File: config.mk
export PLATFORM = sky130hd
export DESIGN_NAME = mole_scheduler
export DESIGN_NICKNAME = d
export VERILOG_FILES = /design/src/rtl/mole_scheduler.sv
export SDC_FILE = /design/constraint.sdc
export NUM_CORES = 1
export LEC_CHECK = 0
export ABC_AREA = 1
export CAP_MARGIN = 20
export CORE_ASPECT_RATIO = 0.75
export CORE_MARGIN = 2
export CORE_UTILIZATION = 60
export CTS_CLUSTER_DIAMETER = 120
export DETAILED_ROUTE_END_ITERATION = 16
export GPL_ROUTABILITY_DRIVEN = 0
export GPL_TIMING_DRIVEN = 0
export PLACE_DENSITY = 0.87
export SYNTH_ARGS = -nofsm -noshare
export SYNTH_HDL_FRONTEND = slang
export SYNTH_SLANG_ARGS = --single-unit
File: constraint.sdc
create_clock -name clk -period 5.04 [get_ports clk]
set_clock_uncertainty 0.15 [all_clocks]
set_input_delay 1.008 -clock clk [delete_from_list [all_inputs] [get_ports clk]]
set_output_delay 1.008 -clock clk [all_outputs]
set_load 0.01 [all_outputs]
File: src/rtl/mole_scheduler.sv
`default_nettype none
// +--------------------------------------------------------------------------+
// | Module   : mole_scheduler                                                |
// | Purpose  : Round controller for the three-mole whack-a-mole cabinet.     |
// |            Picks moles pseudo-randomly, times the gap/up/hit phases,     |
// |            scores hits, derives the level and runs the seconds countdown.|
// | Ports    : clk, rst (sync, active-low), start (pulse), bt_hit[2:0]       |
// |            (pulses) -> mole_en[2:0], score[9:0], level[1:0], timer[6:0], |
// |            hit_pulse, game_over; all outputs are registered.             |
// | Revision : 1.0 - initial release                                         |
// +--------------------------------------------------------------------------+
module mole_scheduler #(
  parameter int TICK_CYCLES = 1_000_000,
  parameter int SEC_TICKS   = 100,
  parameter int GAME_SEC    = 60,
  parameter int GAP_TICKS   = 50,
  parameter int UP_BASE     = 120,
  parameter int UP_STEP     = 25,
  parameter int HIT_TICKS   = 30
) (
  input  logic       clk,
  input  logic       rst,
  input  logic       start,
  input  logic [2:0] bt_hit,
  output logic [2:0] mole_en,
  output logic [9:0] score,
  output logic [1:0] level,
  output logic [6:0] timer,
  output logic       hit_pulse,
  output logic       game_over
);

  localparam int PRE_W  = (TICK_CYCLES > 1) ? $clog2(TICK_CYCLES) : 1;
  localparam int SEC_W  = (SEC_TICKS > 1) ? $clog2(SEC_TICKS) : 1;
  localparam int PH_MX1 = (GAP_TICKS > HIT_TICKS) ? GAP_TICKS : HIT_TICKS;
  localparam int PH_MAX = (UP_BASE > PH_MX1) ? UP_BASE : PH_MX1;
  localparam int PH_W   = $clog2(PH_MAX + 1);
  localparam logic [9:0] SCORE_MAX = 10'd999;

  typedef enum logic [2:0] {
    S_IDLE = 3'd0,
    S_GAP  = 3'd1,
    S_UP   = 3'd2,
    S_HIT  = 3'd3,
    S_OVER = 3'd4
  } state_t;

  state_t             state_q, state_d;
  logic [PRE_W-1:0]   pre_q, pre_d;
  logic [SEC_W-1:0]   sec_q, sec_d;
  logic [PH_W-1:0]    ph_q, ph_d;        // ticks spent in the current phase
  logic [7:0]         lfsr_q, lfsr_d;
  logic [1:0]         idx_q, idx_d;      // current mole; also "previous" for the next pick
  logic [1:0]         up_lvl_q, up_lvl_d; // level frozen at UP entry
  logic [2:0]         mole_en_q, mole_en_d;
  logic [9:0]         score_q, score_d;
  logic [1:0]         level_q, level_d;
  logic [6:0]         timer_q, timer_d;
  logic               hit_pulse_q, hit_pulse_d;
  logic               game_over_q, game_over_d;

  logic               tick;
  logic               sec_edge;
  logic               hit;
  logic               timer_zero;
  logic [1:0]         pick_idx;
  logic [PH_W-1:0]    up_last;
  logic [9:0]         score_sum;
  logic [9:0]         score_hit;

  function automatic logic [1:0] level_of(input logic [9:0] s);
    if (s < 10'd20)       return 2'd0;
    else if (s < 10'd50)  return 2'd1;
    else if (s < 10'd100) return 2'd2;
    else                  return 2'd3;
  endfunction

  always_comb begin
    tick       = (pre_q == PRE_W'(TICK_CYCLES - 1));
    sec_edge   = tick && (sec_q == SEC_W'(SEC_TICKS - 1));
    hit        = (state_q == S_UP) && bt_hit[idx_q];
    timer_zero = sec_edge && (timer_q == 7'd1);
    // Raw LFSR values 0..2 are used directly; 3 would bias, so step on instead.
    pick_idx   = (lfsr_q[1:0] != 2'd3) ? lfsr_q[1:0]
                                       : ((idx_q == 2'd2) ? 2'd0 : idx_q + 2'd1);
    up_last    = PH_W'(UP_BASE - 1 - int'(up_lvl_q) * UP_STEP);
    // 999 + 4 still fits in 10 bits, so the saturation compare is exact.
    score_sum  = score_q + {8'd0, level_q} + 10'd1;
    score_hit  = (score_sum > SCORE_MAX) ? SCORE_MAX : score_sum;

    state_d     = state_q;
    lfsr_d      = {lfsr_q[6:0], lfsr_q[7] ^ lfsr_q[5] ^ lfsr_q[4] ^ lfsr_q[3]};
    pre_d       = tick ? '0 : pre_q + PRE_W'(1);
    sec_d       = tick ? (sec_edge ? '0 : sec_q + SEC_W'(1)) : sec_q;
    ph_d        = ph_q;
    idx_d       = idx_q;
    up_lvl_d    = up_lvl_q;
    mole_en_d   = mole_en_q;
    score_d     = score_q;
    level_d     = level_q;
    timer_d     = timer_q;
    hit_pulse_d = 1'b0;
    game_over_d = game_over_q;

    if (start) begin
      state_d     = S_GAP;
      pre_d       = '0;
      sec_d       = '0;
      ph_d        = '0;
      mole_en_d   = 3'd0;
      score_d     = 10'd0;
      level_d     = 2'd0;
      timer_d     = 7'(GAME_SEC);
      game_over_d = 1'b0;
    end else begin
      case (state_q)
        S_GAP, S_UP, S_HIT: begin
          if (tick)     ph_d    = ph_q + PH_W'(1);
          if (sec_edge) timer_d = timer_q - 7'd1;
          if (hit) begin
            score_d     = score_hit;
            level_d     = level_of(score_hit);
            hit_pulse_d = 1'b1;
          end
          // Countdown expiry outranks every phase transition; a hit on that
          // same edge has already been scored above.
          if (timer_zero) begin
            state_d     = S_OVER;
            mole_en_d   = 3'd0;
            game_over_d = 1'b1;
            ph_d        = '0;
          end else if (hit) begin
            state_d   = S_HIT;
            mole_en_d = 3'd0;
            ph_d      = '0;
          end else if (tick) begin
            case (state_q)
              S_GAP: begin
                if (ph_q == PH_W'(GAP_TICKS - 1)) begin
                  state_d   = S_UP;
                  idx_d     = pick_idx;
                  up_lvl_d  = level_q;
                  mole_en_d = 3'b001 << pick_idx;
                  ph_d      = '0;
                end
              end
              S_UP: begin
                if (ph_q == up_last) begin
                  state_d   = S_GAP;
                  mole_en_d = 3'd0;
                  ph_d      = '0;
                end
              end
              default: begin
                if (ph_q == PH_W'(HIT_TICKS - 1)) begin
                  state_d = S_GAP;
                  ph_d    = '0;
                end
              end
            endcase
          end
        end
        default: ;
      endcase
    end
  end

  always_ff @(posedge clk) begin
    if (!rst) begin
      state_q     <= S_IDLE;
      pre_q       <= '0;
      sec_q       <= '0;
      ph_q        <= '0;
      lfsr_q      <= 8'hA5;
      idx_q       <= 2'd0;
      up_lvl_q    <= 2'd0;
      mole_en_q   <= 3'd0;
      score_q     <= 10'd0;
      level_q     <= 2'd0;
      timer_q     <= 7'd0;
      hit_pulse_q <= 1'b0;
      game_over_q <= 1'b0;
    end else begin
      state_q     <= state_d;
      pre_q       <= pre_d;
      sec_q       <= sec_d;
      ph_q        <= ph_d;
      lfsr_q      <= lfsr_d;
      idx_q       <= idx_d;
      up_lvl_q    <= up_lvl_d;
      mole_en_q   <= mole_en_d;
      score_q     <= score_d;
      level_q     <= level_d;
      timer_q     <= timer_d;
      hit_pulse_q <= hit_pulse_d;
      game_over_q <= game_over_d;
    end
  end

  assign mole_en   = mole_en_q;
  assign score     = score_q;
  assign level     = level_q;
  assign timer     = timer_q;
  assign hit_pulse = hit_pulse_q;
  assign game_over = game_over_q;

endmodule
`default_nettype wire

==> key figures <==
Yosys
  – Post-synthesis async set-or-reset flop share: 0%
  – Syn Nets: 554
  – Avg Cell Area, Syn: 7.09 µm²
  – Yosys reg bits: 73
  – Post-synthesis cell count: 538
  – Post-synth top area cell: dfxtp_1
  – Top FF cell, synth: dfxtp_1
  – Post-synth EDFFs: 0
  – Synth unique cells: 40
  – Seq/Total Area, Yosys: 38.3%
  – Yosys Warn Count: 0
  – Mapped Area: 3810 µm²
  – Area contributors post-synth: dfxtp_1, nand2_1, inv_1
  – Top cell type's share of synthesized area: 38.3%

Pwr
  – Leak: 1.77 nW
  – VDD IR-drop max: 0.181 mV
  – Pwr dens: 270 nW/µm²

Global routing
  – Vias in the first global route: 3201
  – Grt total ovfl: 0
  – GRT Util Overall: 26.2%
  – First-pass GRT wire length: 14.2 mm
  – Largest net degree at the start of global routing: 13
  – Initial antenna violation count: 0

Routing
  – Initial DRC count: 350
  – Via count: 3614
  – ANT nets after route: 0
  – DRC: 0
  – DR pass1 iterations: 5
  – Routed wire per std cell: 13.2 µm
  – DRT Wirelength: 8.80 mm
  – Via density: 5.44

Place
  – DP Worst Slack: 1.88 ns
  – Port-buffer cells: 29
  – Dpl hpwl: 6.35 mm

Clock tree
  – CTS root buf: clkbuf_8
  – CTS tree: yes
  – Hold_buf cts: 0
  – Num Clock Sinks: 73
  – Post-CTS Resized: 0
  – CTS Buf Count: 9
  – Max Buffers Root-to-Sink: 2
  – Clock-pin slew on the worst setup and hold paths: 0.08 ns
  – Latest clock arrival within the worst-skew pair: 0.35 ns
  – H-tree depth: 3
  – Number of setup buffers added after CTS: 0

Worst setup path
  – Max Fanout on Critical Path: 10
  – R2R depth: 16
  – RR Startpoint: level[0]
  – CP cell instances: clkdlybuf4s50_1 -> inv_1 -> nor2_1 -> clkbuf_1 -> o21ai_0 -> a21oi_1
  – CP required: 5.17 ns
  – CP peak stage delay: 0.58 ns
  – Critical Path End Type: register
  – RR Endpoint: level[0]
  – Critical Path Slowest Stage Cell: clkdlybuf4s50_1
  – Worst path arrival time: 3.00 ns
  – CP Launch Type: primary input
  – FF-to-FF setup slack: 2.30 ns
  – Crit Path Class: in2reg

STA
  – Final worst path period share: 57.0%
  – Hold_ws: 0.275 ns
  – Fmax: 348 MHz
  – RSZ-0062 raised after global routing: false
  – Relative slew margins: 44.8%
  – Setup ws final: 2.17 ns
  – Fin crit period: 2.87 ns
  – Setup-failing EPs final: 0
  – Worst Tran Pin Value: 0.820 ns
  – Final Hold Viols: 0
  – Max Slew Vio Count: 0
  – TNS Setup: 0 ns

Worst hold path
  – Worst Hold End: lfsr_q[7]
  – Worst hold stages: 1
  – Hold path start: lfsr_q[6]
  – Hold Path Class: reg2reg

Floorplan
  – Die ar.: 7010 µm²
  – I/O pin total: 30
  – Chip height: 73.0 µm
  – Rows: 25
  – Starting Density: 61.2%
  – Core Area: 6220 µm²
  – Die X: 96.0 µm

Final layout
  – Multi-input combinational cell area: 2000 µm²
  – Fillers: 508
  – N_diodes: 0
  – Fin nets: 594
  – Layout cell share with drive strength beyond 1: 8.58%
  – Sequential Area: 1460 µm²
  – Area grow syn2layout: 16.7%

Job
  – Max Cap Viol: 0

Outcome
  – Status: complete, no violations
## flip-flops by register name, summed over array words and instances (netlist names)
| signal | cells |
|---|---|
| pre_q | 20 |
| sec_q | 7 |
| ph_q | 7 |
| timer | 7 |
| up_lvl_q | 2 |
| level | 2 |
| state_q | 3 |
| lfsr_q | 8 |
| game_over | 1 |
| mole_en | 3 |
| hit_pulse | 1 |
| idx_q | 2 |
| score | 10 |
## routing by layer
layer / vias up / global-route usage, % / part of all wire [%]
met5: - / 0 / 0
met2: 128 / 41.1 / 46
met4: 0 / 9.05 / 1.6
met3: 19 / 6.20 / 7.1
li1: 1828 / - / -
met1: 1639 / 35.4 / 45
## worst max path at each step
stage	from	to	slack, ns	cells past startpoint
detailed placement	rst	timer[6]	1.88	6
global placement	rst	timer[1]	1.85	6
CTS	rst	timer[6]	2.24	6
finish	rst	state_q[1]	2.17	6
global route	rst	state_q[1]	2.06	6
floorplan	level[0]	level[0]	2.68	16
## critical path, delay by kind of cell
family / cells / cell delay (ns)
AND/OR/NAND/NOR: 1 / 0.43
buffers and inverters: 3 / 1.21
AO/OA/AOI/OAI: 2 / 0.35
## synth_stat cells, types with 3 or more instances
library cell	n
nor3b_1	7
nor3_1	17
xnor2_1	3
xor2_1	13
dfxtp_1	73
a211oi_1	5
nand3_1	30
ha_1	9
inv_2	7
or2_2	4
a21oi_1	36
clkbuf_1	7
inv_1	79
nor2_1	64
nand2_4	3
nand4_1	16
nand2_1	106
nor3_2	5
o21ai_0	21
nor2_2	5
## cells in the final DEF (no fill, tap or decap), drive strengths merged
master and n:
nand2 111, inv 86, dfxtp 73, nor2 72, a21oi 38, nand3 31
clkdlybuf4s50 29, o21ai 22, nor3 22, clkbuf 18, nand4 16, xor2 13
ha 9, nor3b 7, or2 6, a211oi 5, xnor2 3, bufinv 3
nor4 3, o211ai 2, nand3b 2, a221oi 2, a31oi 2, and3 1
a22oi 1, o21bai 1, o311ai 1, a21boi 1, fa 1, clkinv 1
clkinvlp 1
## cells by family after synthesis
group	after synthesis	synth area share (%)
AOI/OAI and AO/OA	75	11.4
adders and majority gates	10	3.48
xor gates and xnor gates	16	3.68
DFF	73	38.3
and+or+nand+nor	271	34.0
buffers and inverters	93	9.16
## metrics by stage
stage / cells / total power, mW / area [µm²] / utilization, %
floorplan: 538 / 0.634 / 3810 / -
global placement: 648 / 0.652 / 4200 / 67.5
detailed placement: 648 / 0.654 / 4200 / 67.5
CTS: 664 / 1.21 / 4450 / 71.5
global route: 664 / 1.24 / 4450 / 71.5
finish: 664 / 1.20 / 4450 / 71.5
## report_power, final
| group | internal [mW] | total, mW | leakage [nW] | switching [mW] |
|---|---|---|---|---|
| clock | 0.342 | 0.560 | 0.120 | 0.219 |
| sequential | 0.585 | 0.592 | 0.592 | 0.00635 |
| combinational | 0.0187 | 0.0494 | 1.06 | 0.0307 |
| total | 0.946 | 1.20 | 1.77 | 0.256 |
## layout make-up
type,instances,area share [%]
inverter,86,7.26
buffer,7,0.591
multi-input combinational,372,45.0
sequential,73,32.9
clock buffer,11,3.18
clock inverter,5,2.31
timing repair buffer,29,6.53
tap,81,2.28
Note: power is estimated with default switching activity, not from simulation.
